==> src/rtl/div_pkg.sv <==
// Shared constants, state encoding and operand helpers for the iterative divider.
// The magnitude helper is only meaningful when DIV_SIGNED_EN is defined.
package div_pkg;

    localparam int DIV_WIDTH = 32;
    localparam int DIV_CNT_W = $clog2(DIV_WIDTH) + 1;

    localparam logic [DIV_WIDTH-1:0] DIV_INT_MIN = 32'h8000_0000;
    localparam logic [DIV_CNT_W-1:0] DIV_CNT_ONE = {{(DIV_CNT_W-1){1'b0}}, 1'b1};
    localparam logic [DIV_CNT_W-1:0] DIV_CNT_LAST = DIV_CNT_W'(DIV_WIDTH);

    typedef enum logic [1:0] {
        IDLE = 2'd0,
        RUN  = 2'd1,
        DONE = 2'd2
    } div_state_e;

    // Two's-complement magnitude; INT_MIN maps onto itself, which is correct as unsigned.
    function automatic logic [DIV_WIDTH-1:0] div_mag(input logic [DIV_WIDTH-1:0] v);
        logic [DIV_WIDTH-1:0] m;
        if (v[DIV_WIDTH-1]) begin
            m = -v;
        end else begin
            m = v;
        end
        return m;
    endfunction

endpackage

==> src/rtl/div_if.sv <==
// Start/operand/result bundle between the requester (master) and div_unit (slave).
interface div_if
    import div_pkg::*;
();

    logic                 enable;
    logic [DIV_WIDTH-1:0] dividend;
    logic [DIV_WIDTH-1:0] divisor;
    logic [DIV_WIDTH-1:0] result;
    logic                 ready;
    logic                 exception;

    modport master (output enable, dividend, divisor, input result, ready, exception);
    modport slave  (input enable, dividend, divisor, output result, ready, exception);

endinterface

==> src/rtl/div_step.sv <==
// One restoring-division step: shift in the next dividend bit and try to subtract.
module div_step
    import div_pkg::*;
(
    input  logic [DIV_WIDTH-1:0] rem_i,
    input  logic                 bit_i,
    input  logic [DIV_WIDTH-1:0] dvs_i,
    output logic [DIV_WIDTH-1:0] rem_o,
    output logic                 q_o
);

    logic [DIV_WIDTH:0] shifted_s;
    logic [DIV_WIDTH:0] diff_s;

    // Trial subtraction on W+1 bits since the shifted remainder can exceed W bits.
    always_comb begin
        shifted_s = {rem_i, bit_i};
        diff_s    = shifted_s - {1'b0, dvs_i};
        if (shifted_s >= {1'b0, dvs_i}) begin
            rem_o = diff_s[DIV_WIDTH-1:0];
            q_o   = 1'b1;
        end else begin
            rem_o = shifted_s[DIV_WIDTH-1:0];
            q_o   = 1'b0;
        end
    end

endmodule

==> src/rtl/div_unit.sv <==
// Iterative 32-bit divider: one quotient bit per cycle, divide-by-zero/overflow fast path.
// Define DIV_SIGNED_EN for two's-complement operands; otherwise operands are unsigned.
module div_unit
    import div_pkg::*;
(
    input  logic clock,
    input  logic reset_n,
    div_if.slave bus
);

    div_state_e           state_q, state_d;
    logic [DIV_CNT_W-1:0] cnt_q, cnt_d;
    logic [DIV_WIDTH-1:0] rem_q, rem_d;
    logic [DIV_WIDTH-1:0] quo_q, quo_d;
    logic [DIV_WIDTH-1:0] dvs_q, dvs_d;
    logic                 neg_q, neg_d;
    logic                 dz_q, dz_d;
    logic                 ovf_q, ovf_d;
    logic [DIV_WIDTH-1:0] result_q, result_d;
    logic                 exc_q, exc_d;
    logic                 ready_q, ready_d;

    logic                 start_s;
    logic [DIV_WIDTH-1:0] step_rem_s;
    logic                 step_bit_s;
    logic [DIV_WIDTH-1:0] a_mag_s, b_mag_s;
    logic                 neg_s, ovf_s, dz_s;

    div_step u_step (
        .rem_i (rem_q),
        .bit_i (quo_q[DIV_WIDTH-1]),
        .dvs_i (dvs_q),
        .rem_o (step_rem_s),
        .q_o   (step_bit_s)
    );

    // Operand conditioning at start: magnitudes, quotient sign and fast-path flags.
    always_comb begin
        dz_s = (bus.divisor == {DIV_WIDTH{1'b0}});
`ifdef DIV_SIGNED_EN
        a_mag_s = div_mag(bus.dividend);
        b_mag_s = div_mag(bus.divisor);
        neg_s   = bus.dividend[DIV_WIDTH-1] ^ bus.divisor[DIV_WIDTH-1];
        ovf_s   = (bus.dividend == DIV_INT_MIN) && (bus.divisor == {DIV_WIDTH{1'b1}});
`else
        a_mag_s = bus.dividend;
        b_mag_s = bus.divisor;
        neg_s   = 1'b0;
        ovf_s   = 1'b0;
`endif
    end

    // FSM, iteration counter and output-register next state.
    always_comb begin
        state_d  = state_q;
        cnt_d    = cnt_q;
        rem_d    = rem_q;
        quo_d    = quo_q;
        dvs_d    = dvs_q;
        neg_d    = neg_q;
        dz_d     = dz_q;
        ovf_d    = ovf_q;
        result_d = result_q;
        exc_d    = exc_q;
        ready_d  = 1'b0;
        start_s  = bus.enable && ((state_q == IDLE) || (state_q == DONE));
        case (state_q)
            IDLE, DONE: begin
                if (start_s) begin
                    rem_d   = {DIV_WIDTH{1'b0}};
                    quo_d   = a_mag_s;
                    dvs_d   = b_mag_s;
                    neg_d   = neg_s;
                    dz_d    = dz_s;
                    ovf_d   = ovf_s;
                    state_d = RUN;
                    // Fast path skips straight to the completion count.
                    if (dz_s || ovf_s) begin
                        cnt_d = DIV_CNT_LAST;
                    end else begin
                        cnt_d = {DIV_CNT_W{1'b0}};
                    end
                end else begin
                    state_d = IDLE;
                end
            end
            RUN: begin
                if (cnt_q == DIV_CNT_LAST) begin
                    state_d = DONE;
                    ready_d = 1'b1;
                    if (dz_q) begin
                        result_d = {DIV_WIDTH{1'b0}};
                        exc_d    = 1'b1;
                    end else if (ovf_q) begin
                        result_d = DIV_INT_MIN;
                        exc_d    = 1'b1;
                    end else begin
                        result_d = neg_q ? -quo_q : quo_q;
                        exc_d    = 1'b0;
                    end
                end else begin
                    rem_d = step_rem_s;
                    quo_d = {quo_q[DIV_WIDTH-2:0], step_bit_s};
                    cnt_d = cnt_q + DIV_CNT_ONE;
                end
            end
            default: begin
                state_d = IDLE;
            end
        endcase
    end

    // State registers with synchronous active-low reset.
    always_ff @(posedge clock) begin
        if (!reset_n) begin
            state_q  <= IDLE;
            cnt_q    <= {DIV_CNT_W{1'b0}};
            rem_q    <= {DIV_WIDTH{1'b0}};
            quo_q    <= {DIV_WIDTH{1'b0}};
            dvs_q    <= {DIV_WIDTH{1'b0}};
            neg_q    <= 1'b0;
            dz_q     <= 1'b0;
            ovf_q    <= 1'b0;
            result_q <= {DIV_WIDTH{1'b0}};
            exc_q    <= 1'b0;
            ready_q  <= 1'b0;
        end else begin
            state_q  <= state_d;
            cnt_q    <= cnt_d;
            rem_q    <= rem_d;
            quo_q    <= quo_d;
            dvs_q    <= dvs_d;
            neg_q    <= neg_d;
            dz_q     <= dz_d;
            ovf_q    <= ovf_d;
            result_q <= result_d;
            exc_q    <= exc_d;
            ready_q  <= ready_d;
        end
    end

    assign bus.result    = result_q;
    assign bus.exception = exc_q;
    assign bus.ready     = ready_q;

endmodule

==> src/flat_wrapper.sv <==
// flat-port wrapper written by rule: the top's interface ports become plain ports
module div_unit_flat import div_pkg::*;
  (clock, reset_n, bus_enable, bus_dividend, bus_divisor, bus_result, bus_ready, bus_exception);
  div_if bus_i ();
  input  logic clock;
  input  logic reset_n;
  input wire logic [$bits(bus_i.enable)-1:0] bus_enable;
  input wire logic [$bits(bus_i.dividend)-1:0] bus_dividend;
  input wire logic [$bits(bus_i.divisor)-1:0] bus_divisor;
  output wire logic [$bits(bus_i.result)-1:0] bus_result;
  output wire logic [$bits(bus_i.ready)-1:0] bus_ready;
  output wire logic [$bits(bus_i.exception)-1:0] bus_exception;
  assign bus_i.enable = bus_enable;
  assign bus_i.dividend = bus_dividend;
  assign bus_i.divisor = bus_divisor;
  assign bus_result = bus_i.result;
  assign bus_ready = bus_i.ready;
  assign bus_exception = bus_i.exception;
  div_unit u_core (.clock(clock), .reset_n(reset_n), .bus(bus_i));
endmodule
==> config.mk <==
export PLATFORM = sky130hd
export DESIGN_NAME = div_unit_flat
export DESIGN_NICKNAME = d
export VERILOG_FILES = /design/src/rtl/div_pkg.sv /design/src/rtl/div_if.sv /design/src/rtl/div_step.sv /design/src/rtl/div_unit.sv /design/src/flat_wrapper.sv
export SDC_FILE = /design/constraint.sdc
export NUM_CORES = 1
export LEC_CHECK = 0
export CORE_UTILIZATION = 40
export CTS_CLUSTER_SIZE = 10
export DETAILED_ROUTE_END_ITERATION = 10
export PLACE_DENSITY = 0.58
export SYNTH_ARGS = -nofsm -noshare
export SYNTH_HDL_FRONTEND = slang
export SYNTH_HIERARCHICAL = 1
export SYNTH_SLANG_ARGS = --single-unit
==> constraint.sdc <==
create_clock -name clock -period 4.44 [get_ports clock]
set_clock_uncertainty 0.15 [all_clocks]
set_input_delay 0.888 -clock clock [delete_from_list [all_inputs] [get_ports clock]]
set_output_delay 0.888 -clock clock [all_outputs]
set_load 0.005 [all_outputs]
After elaboration in Yosys (flattened, before gate mapping)

Cells that the tools add are included.

Output and inout port bits: 34
Register bits after elaboration: 139
Logic and storage cells: 46
Input bits: 67

Multiplexer cells: 18
$add $sub $neg: 2
Order comparisons: 1
Reductions and logical operators: 10
Eq/ne operators: 6

Operator list:

| cell                                                                  | number |
|---|---|
| 32-bit two-way mux                                                    | 6 |
| 32-bit one-hot mux with 2 select lines                                | 2 |
| 33-bit by 32-bit greater-or-equal comparator with 1-bit output        | 1 |
| 32-bit zero test                                                      | 1 |
| 32-bit subtractor                                                     | 1 |
| 6-bit two-way mux                                                     | 3 |
| 6-bit one-hot mux with 2 select lines                                 | 1 |
| 6-bit by 1-bit adder with 6-bit output, second input constant         | 1 |
| 6-bit equality test, second input constant                            | 1 |
| 2-bit AND reduction                                                   | 3 |
| 1-bit two-way mux                                                     | 4 |
| 2-bit by 1-bit != test with 1-bit output, second input constant       | 2 |
| 2-bit one-hot mux with 2 select lines                                 | 1 |
| 3-bit AND reduction                                                   | 1 |
| 2-bit by 1-bit equality test with 1-bit output, second input constant | 1 |
| 2-bit equality test, second input constant                            | 1 |
| 2-bit zero test                                                       | 1 |
| 2-bit two-way mux                                                     | 1 |
| 2-bit != test, second input constant                                  | 1 |
| 2-bit nonzero test                                                    | 1 |
| 2-bit OR reduction                                                    | 1 |
| 1-bit logical AND                                                     | 1 |
| 1-bit logical OR                                                      | 1 |

Logic depth before layout (Yosys ltp)

Gate-level depths: netlist of run 1.

Depth after elaboration: 5
Depth in mapped cells: 15
Mapped depth without buffers: 12

By module

Netlist of run 1, hierarchy kept.

By module, submodules not included:

| module   | area an instance (sq um) | instances | cells each | sequential area each (sq um) |
|---|---|---|---|---|
| div_unit | 5300.1                   | 1         | 607        | 2782.7 |
| div_step | 2331.0                   | 1         | 323        | 0.0 |

Least setup slack after synthesis of run 1

OpenSTA, ideal clock, no wires.

Path kind: register -> register
Start point: register u_core.dvs_q[7]
End point: register u_core.rem_q[21]
Path slack: 1.292 ns
Required time: 4.173 ns
Library setup time: 0.117 ns
Arrival time: 2.881 ns
Path buffers: 2
Stages on the path, launching flop included: 15
Period minus slack after synthesis: 3.148 ns
Cell sequence: dfxtp_1 inv_1 ha_1 a21oi_2 a211oi_1 or3_4 nor4b_4 o21ai_2 a31oi_4 o21a_4 inv_2 buf_6 buf_12 mux2_4 a22o_1

Word-level cells in the longest chain between the ends: 4
Elaborated cells on any way between the ends: 5
Classes of those cells: add/sub (1); order compare (1); mux (3)

Ends and longest elaborated chain:

| what                                                                                                       | RTL line                       | RTL |
|---|---|---|
| start: declaration                                                                                         | div_unit.sv:15                 | `logic [DIV_WIDTH-1:0] dvs_q, dvs_d;` |
| start signal: assignment                                                                                   | div_unit.sv:120                | `dvs_q <= {DIV_WIDTH{1'b0}};` |
| start signal: assignment                                                                                   | div_unit.sv:132                | `dvs_q <= dvs_d;` |
| 32-bit subtractor / 33-bit by 32-bit greater-or-equal comparator with 1-bit output (equally long branches) | div_step.sv:18, div_step.sv:19 |  |
| 32-bit two-way mux (*)                                                                                     | div_step.sv:19                 | `if (shifted_s >= {1'b0, dvs_i}) begin` |
| named net u_core.step_rem_s[21]                                                                            | div_unit.sv:24                 | `logic [DIV_WIDTH-1:0] step_rem_s;` |
| 32-bit two-way mux (*)                                                                                     | div_unit.sv:88                 | `if (cnt_q == DIV_CNT_LAST) begin` |
| 32-bit one-hot mux with 2 select lines (*)                                                                 | div_unit.sv:67                 | `case (state_q)` |
| end signal: assignment                                                                                     | div_unit.sv:118                | `rem_q <= {DIV_WIDTH{1'b0}};` |
| end signal: assignment                                                                                     | div_unit.sv:130                | `rem_q <= rem_d;` |
| end: declaration                                                                                           | div_unit.sv:13                 | `logic [DIV_WIDTH-1:0] rem_q, rem_d;` |

The timed path passes the listed nets; every way through them passes the cells marked *. The select of a mux whose other input is x is not followed.
A chain may end at the register's enable or synchronous reset.

Final worst setup path of run 1

Start point: register u_core.dvs_q[11]
End point: register u_core.rem_q[4]

Word-level cells in the longest chain between the ends: 4

Ends and longest elaborated chain:

| what                                                           | RTL line |
|---|---|
| 33-bit by 32-bit greater-or-equal comparator with 1-bit output | div_step.sv:19 |
| 32-bit two-way mux                                             | div_step.sv:19 |
| named net u_core.step_rem_s[4]                                 | div_unit.sv:24 |
| 32-bit two-way mux                                             | div_unit.sv:88 |
| 32-bit one-hot mux with 2 select lines                         | div_unit.sv:67 |

The timed path passes the listed nets, and every way through them passes these cells. The select of a mux whose other input is x is not followed.

==> results of run 1 <==
-- worst min-delay path: stages, from the launching register on --
cell	delay (ps)
dfxtp_1	310
nand2_1	50
a21oi_1	50
-- power breakdown --
group          internal, mW  switching [mW]  total, mW
logic                  1.15            1.25       2.39
clock network         0.807           0.628       1.44
registers              1.36          0.0908       1.45
total                  3.32            1.96       5.28
-- flip-flops by register name, summed over array words and instances, names as in the netlist --
signal                cells
u_core/bus.ready          1
u_core/bus.exception      1
u_core/rem_q             32
u_core/cnt_q              6
u_core/state_q            2
u_core/bus.result        32
u_core/dvs_q             32
u_core/quo_q             32
u_core/dz_q               1
-- metrics by stage --
step                std cells  power (mW)  hold slack (ps)  area (sq um)  setup slack, ps
floorplan                 930        3.41              286          7630             1290
global placement         1212        3.87              289          8760              913
detailed placement       1212        3.86              294          8760              808
CTS                      1244        5.32              305          9350              790
global route             1244        5.65              321          9350              400
finish                   1244        5.28              300          9350              817
-- how the worst min path moves through the flow --
stage                                       start                                 end  cells after the start
2_1_floorplan       u_core/dvs_q[10]$_SDFFE_PN0P_       u_core/dvs_q[10]$_SDFFE_PN0P_                      2
3_3_place_gp   u_core/bus.result[26]$_SDFFE_PN0P_  u_core/bus.result[26]$_SDFFE_PN0P_                      2
3_5_place_dp   u_core/bus.result[23]$_SDFFE_PN0P_  u_core/bus.result[23]$_SDFFE_PN0P_                      2
4_1_cts        u_core/bus.result[23]$_SDFFE_PN0P_  u_core/bus.result[23]$_SDFFE_PN0P_                      2
5_1_grt             u_core/dvs_q[24]$_SDFFE_PN0P_       u_core/dvs_q[24]$_SDFFE_PN0P_                      2
6_report       u_core/bus.result[23]$_SDFFE_PN0P_  u_core/bus.result[23]$_SDFFE_PN0P_                      2
-- layout make-up --
| cell class | instances | area share (%) |
|---|---|---|
| repair buffers | 114 | 12.0 |
| clock inverters | 14 | 1.61 |
| multi-input cells | 680 | 47.0 |
| inverters | 45 | 1.82 |
| well taps | 234 | 3.13 |
| clock buffers | 18 | 4.70 |
| flip-flops and latches | 139 | 29.8 |
-- layer usage --
metal,wire (microns),up-vias
li1,-,3448
met1,9060,3199
met2,9760,138
met3,1200,13
met4,148,0
met5,0,-
-- cells by family after synthesis --
| kind of cell | count (synthesis) | synth area share (%) |
|---|---|---|
| xor gates and xnor gates | 26 | 2.98 |
| AOI/OAI and AO/OA | 231 | 20.8 |
| muxes | 33 | 5.31 |
| DFF | 139 | 36.5 |
| buffers and inverters | 111 | 6.10 |
| adders and majority gates | 35 | 5.84 |
| and+or+nand+nor | 355 | 22.5 |
-- cells in the final DEF, fill, tap and decap left out, types with 3 or more instances in the layout --
master           synthesis  routed
mux2_2                  20      20
a21o_1                  10      10
a21boi_0                 3       3
o31ai_1                  3       3
o21a_1                   6       6
nand4_1                 10      10
clkinvlp_4               0       3
a311oi_1                32      32
clkbuf_16                0      17
a211oi_1                 3       3
o21ai_0                 13      13
o211ai_1                 5       5
and3_1                   5       5
nand2_1                190     190
inv_1                   44      43
buf_4                    0      13
nor2_1                  28      27
a22o_1                  34      34
nand3b_1                32      32
inv_6                    0       7
a21oi_1                 95      95
xnor2_1                 18      18
a31oi_1                  5       5
nor3b_1                  4       4
or4_1                    4       4
xor2_1                   8       8
clkdlybuf4s50_1          0     100
nor2b_1                  8       6
nor3_1                  38      38
dfxtp_1                139     139
ha_1                    34      34
mux2_4                  10      10
and2_1                   3       3
mux2i_1                  3       3
o21bai_1                 4       4
a31o_2                   3       3
nor4_1                  10      10
nand3_1                 13      13
==> results.tsv, run 1 <==
metric	value	unit
clk slew on worst S/H paths	70	ps
ys async rst share	0	%
Crit path depth	12	
critical path cell sequence	inv_1, ha_1, nand4_1, nor3_1, o211ai_1, nor4b_4, o21ai_2, a31oi_4, o21a_4, inv_2, mux2_2, a22o_1	
height of the die	140	microns
Final GP Congestion	0.852	
Max Clock Freq	276	MHz
Fillers	1866	
antenna cells	0	
largest net degree at the start of global routing	102	
gr ovfl total	0	
initial antenna violation count	0	
Worst Setup EP	u_core/rem_q[4]$_SDFFE_PN0P_	
Avg Cell Area, Syn	8.21	sq um
critical path's slowest cell	inv_2	
dpl hpwl	13700	microns
unrepaired setup endpoints after global routing	no	
Tmin final	3620	ps
fin crit share	81.6	%
run status	finished clean	
Sum Neg Setup Slack	0	ps
Worst setup SP type	register	
P_leak	3.65	nW
setup bufs post-CTS	0	
CTS root buffer	clkbuf_16	
clock sink count	139	
CP endpoint kind	register	
vias per inst	5.46	
Post-DRT Antenna Nets	0	
IO Count	101	
final setup vio count	0	
sequential area share after synthesis	36.5	%
M2 GR Usage	36.6	%
area leader, netlist	dfxtp_1	
net count of the mapped netlist	1032	
Sequential Area	2780	sq um
R2R Path End	u_core/rem_q[4]$_SDFFE_PN0P_	
share of post-route cells with drive strength above 1	9.60	%
VDD IR-drop max	0.304	mV
Worst Max-Slew Pin Slew	1150	ps
Hold Buf Count CTS	0	
via count	6798	
final max-slew violation count	0	
Critical Path AT	3790	ps
Longest Clk Path Bufs	2	
IO buf count	100	
busiest layer in global routing	met2	
Die W	140	microns
critical path launch point	u_core/dvs_q[11]$_SDFFE_PN0P_	
Initial DRT Pass Iterations	5	
flop and latch count out of synthesis	139	
Netlist Area Pre-Place	7630	sq um
Syn Inst Count	930	
Post-synth EDFFs	0	
Req. time, crit path	4610	ps
core area	18700	sq um
hold crit path type	register to register	
Initial Utilization	40.8	%
post-cts resize count	0	
Buf/Inv on CP	2	
R2R Setup Slk	820	ps
top post-synthesis cells by area	dfxtp_1 (36%), nand2_1 (9.3%), a21oi_1 (6.2%)	
Nets	1099	
area grow syn2layout	22.5	%
synth warn	6	
total wire length	20200	microns
Die Area	19600	sq um
worst-case reg-to-reg path depth	12	
number of global-route vias before repair	6634	
Final Hold Fails	0	
CTS tree	built	
global-route wire length before repair	33200	microns
Rows	50	
number of CTS-inserted buffers	17	
power density over cell area	565	nW/um^2
initial detailed-routing violation count	276	
Synth top area share	36.5	%
Total GRT Usage	21.1	%
Unique masters post-synth	59	
H-tree levels	4	
Final Core Density	50.0	%
Global Route met1 Usage	25.5	%
Largest delay share family, worst path	compound AO/OA/AOI/OAI gates	
GR Layer Usage met3	6.19	%
CP Max Fanout	29	
Avg WL per Cell	16.2	microns
synth cell count leaders	nand2_1 (190), dfxtp_1 (139), a21oi_1 (95)	
Slew headroom	23.5	%
CP max stage delay	550	ps
# DRC	0	
worst skew pair latency	440	ps
critical path type	register to register	
top-count cell post-synth	nand2_1	
main flop type after synthesis	dfxtp_1	
Max Cap Viol	0	
area of the multi-input gates	4400	sq um
worst reg2reg startpoint	u_core/dvs_q[11]$_SDFFE_PN0P_	
No activity file was read; power rests on OpenSTA's default activity.
==> run 2: changes to the inputs <==
--- a/config.mk
+++ b/config.mk
@@ -8,7 +8,7 @@
 export CORE_UTILIZATION = 40
 export CTS_CLUSTER_SIZE = 10
 export DETAILED_ROUTE_END_ITERATION = 10
-export PLACE_DENSITY = 0.58
+export PLACE_DENSITY = 0.6
 export SYNTH_ARGS = -nofsm -noshare
 export SYNTH_HDL_FRONTEND = slang
 export SYNTH_HIERARCHICAL = 1
==> constraint.sdc (replaced) <==
create_clock -name clock -period 2.9 [get_ports clock]
set_clock_uncertainty 0.15 [all_clocks]
set_input_delay 0.58 -clock clock [delete_from_list [all_inputs] [get_ports clock]]
set_output_delay 0.58 -clock clock [all_outputs]
set_load 0.005 [all_outputs]
==> results.tsv, run 2 (synthesis results as in run 1) <==
metric	value	unit	change
critical path type	register to register		
gr ovfl total	0		unchanged
H-tree levels	4		unchanged
Slew headroom	35.1	%	+12 points
placed cell area	9290	sq um	+6.1%
vias per inst	5.38		-1.6%
Final Hold Fails	0		unchanged
worst skew pair latency	430	ps	about the same
Sum Neg Setup Slack	-418	ps	-418 ps
CP endpoint kind	register		
Total GRT Usage	22.5	%	+1.4 points
IO Count	101		unchanged
final non-filler cell total	1318		+5.9%
fin area	10200	sq um	+9.5%
height of the die	140	microns	unchanged
Initial Utilization	40.8	%	unchanged
Max Cap Viol	0		unchanged
power density over cell area	930	nW/um^2	+65%
core area	18700	sq um	unchanged
CTS tree	built		
final setup vio count	20		+20
Initial DRT Pass Iterations	4		-1
largest net degree at the start of global routing	93		-8.8%
share of post-route cells with drive strength above 1	19.6	%	+10 points
# DRC	0		unchanged
run status	complete, but fails checks		
placed instance count	1278		+5.4%
Die W	140	microns	unchanged
Total Power	9.52	mW	+80%
final max-slew violation count	0		unchanged
failing checks	negative setup slack		
CTS root buffer	clkbuf_16		
CP Max Fanout	3		-90%
number of global-route vias before repair	7166		+8.0%
Max Clock Freq	337	MHz	+22%
Rows	50		unchanged
initial antenna violation count	0		unchanged
total wire length	21300	microns	+5.4%
hold crit path type	register to register		
Die Area	19600	sq um	unchanged
Worst Max-Slew Pin Slew	972	ps	-176 ps
initial detailed-routing violation count	405		+47%
clock sink count	139		unchanged
P_leak	4.08	nW	+12%
fin crit share	102	%	+21 points
number of CTS-inserted buffers	17		unchanged
Critical Path AT	3130	ps	-660 ps
clk slew on worst S/H paths	70	ps	about the same
worst setup margin	-64.6	ps	-881 ps
Longest Clk Path Bufs	2		unchanged
Final GP Congestion	0.871		+2.3%
via count	7087		+4.3%
unrepaired setup endpoints after global routing	yes		
Min Hold Slack	301	ps	+1.85 ps
Tmin final	2960	ps	-659 ps
global-route wire length before repair	35400	microns	+6.7%
area grow syn2layout	34.1	%	
commonest non-fill, non-tap cell in the layout	nand2_1		
Nets	1174		+6.8%
most frequent cells in the layout	nand2_1 (189), dfxtp_1 (131), clkdlybuf4s50_1 (100)		
IO buf count	100		unchanged
VDD IR-drop max	0.514	mV	+69%
Worst setup SP type	register		
Avg WL per Cell	16.1	microns	-0.52%
Post-DRT Antenna Nets	0		unchanged
dpl hpwl	14400	microns	+5.1%
antenna cells	0		unchanged
Req. time, crit path	3070	ps	-1540 ps
run 2: changes by cell type in the layout (fill, tap and decap cells not counted), moves of 8 or more:
cell and delta:
buf_4 +68, dfxtp_1 -8, dfxtp_2 +8, ha_1 -10
ha_4 +8
run 2: layer usage:
layer  track usage [%]  share of wire [%]
met1              27.3                 45
met2              38.7                 49
met3              5.33                4.6
met4              8.16                1.2
met5                 0                  0
run 2: critical path, stage by stage (launching register included):
cell and delay (ps):
dfxtp_1 310, inv_1 70, ha_2 200, fa_2 230, nor2b_2 50, o31a_1 260
buf_4 150, o211ai_1 290, o2111ai_2 200, a31o_2 280, a21oi_2 140, xnor2_1 70
mux2_4 250, a22o_1 180
run 2: power by group:
group | switching (mW) | total [mW] | leakage (nW) | internal, mW
sequential | 0.148 | 2.24 | 1.14 | 2.09
clock | 0.917 | 2.23 | 0.292 | 1.31
combinational | 2.30 | 5.06 | 2.65 | 2.76
total | 3.36 | 9.52 | 4.08 | 6.16
run 2: repair_timing:
action | 4_1_cts | 5_1_grt
cloned | 2 | 0
hold buffers | 0 | 0
setup buffers | 4 | 4
setup endpoints to repair | 30 | 32
resized for setup | 39 | 15
pin swaps | 15 | 8
run 2: per-stage QoR:
stage               setup slack (ps)  util (%)
finish                         -64.6      54.7
global route                    -212      54.7
CTS                            -48.2      54.4
detailed placement              -193      49.7
global placement                -116      49.7
floorplan                       -206         -
run 2: cell type report:
class | instances | area, sq um
multi-input cells | 680 | 4610
fillers | 1697 | 8470
well taps | 234 | 293
inverters | 45 | 178
clock inverters | 13 | 156
flip-flops and latches | 139 | 2790
clock buffers | 18 | 439
repair buffers | 189 | 1760
run 2: path summary, 6_finish.rpt:
kind | from | endpoint | slack [ps] | cells past startpoint
worst min register to register | u_core/bus.result[5]$_SDFFE_PN0P_ | u_core/bus.result[5]$_SDFFE_PN0P_ | 300 | 2
worst max register to register | u_core/quo_q[31]$_SDFFE_PN0P_ | u_core/rem_q[28]$_SDFFE_PN0P_ | -60 | 13
worst max-delay path | u_core/quo_q[31]$_SDFFE_PN0P_ | u_core/rem_q[28]$_SDFFE_PN0P_ | -60 | 13
worst min-delay path | u_core/bus.result[5]$_SDFFE_PN0P_ | u_core/bus.result[5]$_SDFFE_PN0P_ | 300 | 2
==> run 3: changes to the inputs <==
--- a/config.mk
+++ b/config.mk
@@ -8,7 +8,7 @@
 export CORE_UTILIZATION = 40
 export CTS_CLUSTER_SIZE = 10
 export DETAILED_ROUTE_END_ITERATION = 10
-export PLACE_DENSITY = 0.6
+export GPL_ROUTABILITY_DRIVEN = 0
 export SYNTH_ARGS = -nofsm -noshare
 export SYNTH_HDL_FRONTEND = slang
 export SYNTH_HIERARCHICAL = 1
==> results of run 3 <==
No change in the layout: final DEF, timing and power equal those of run 2.
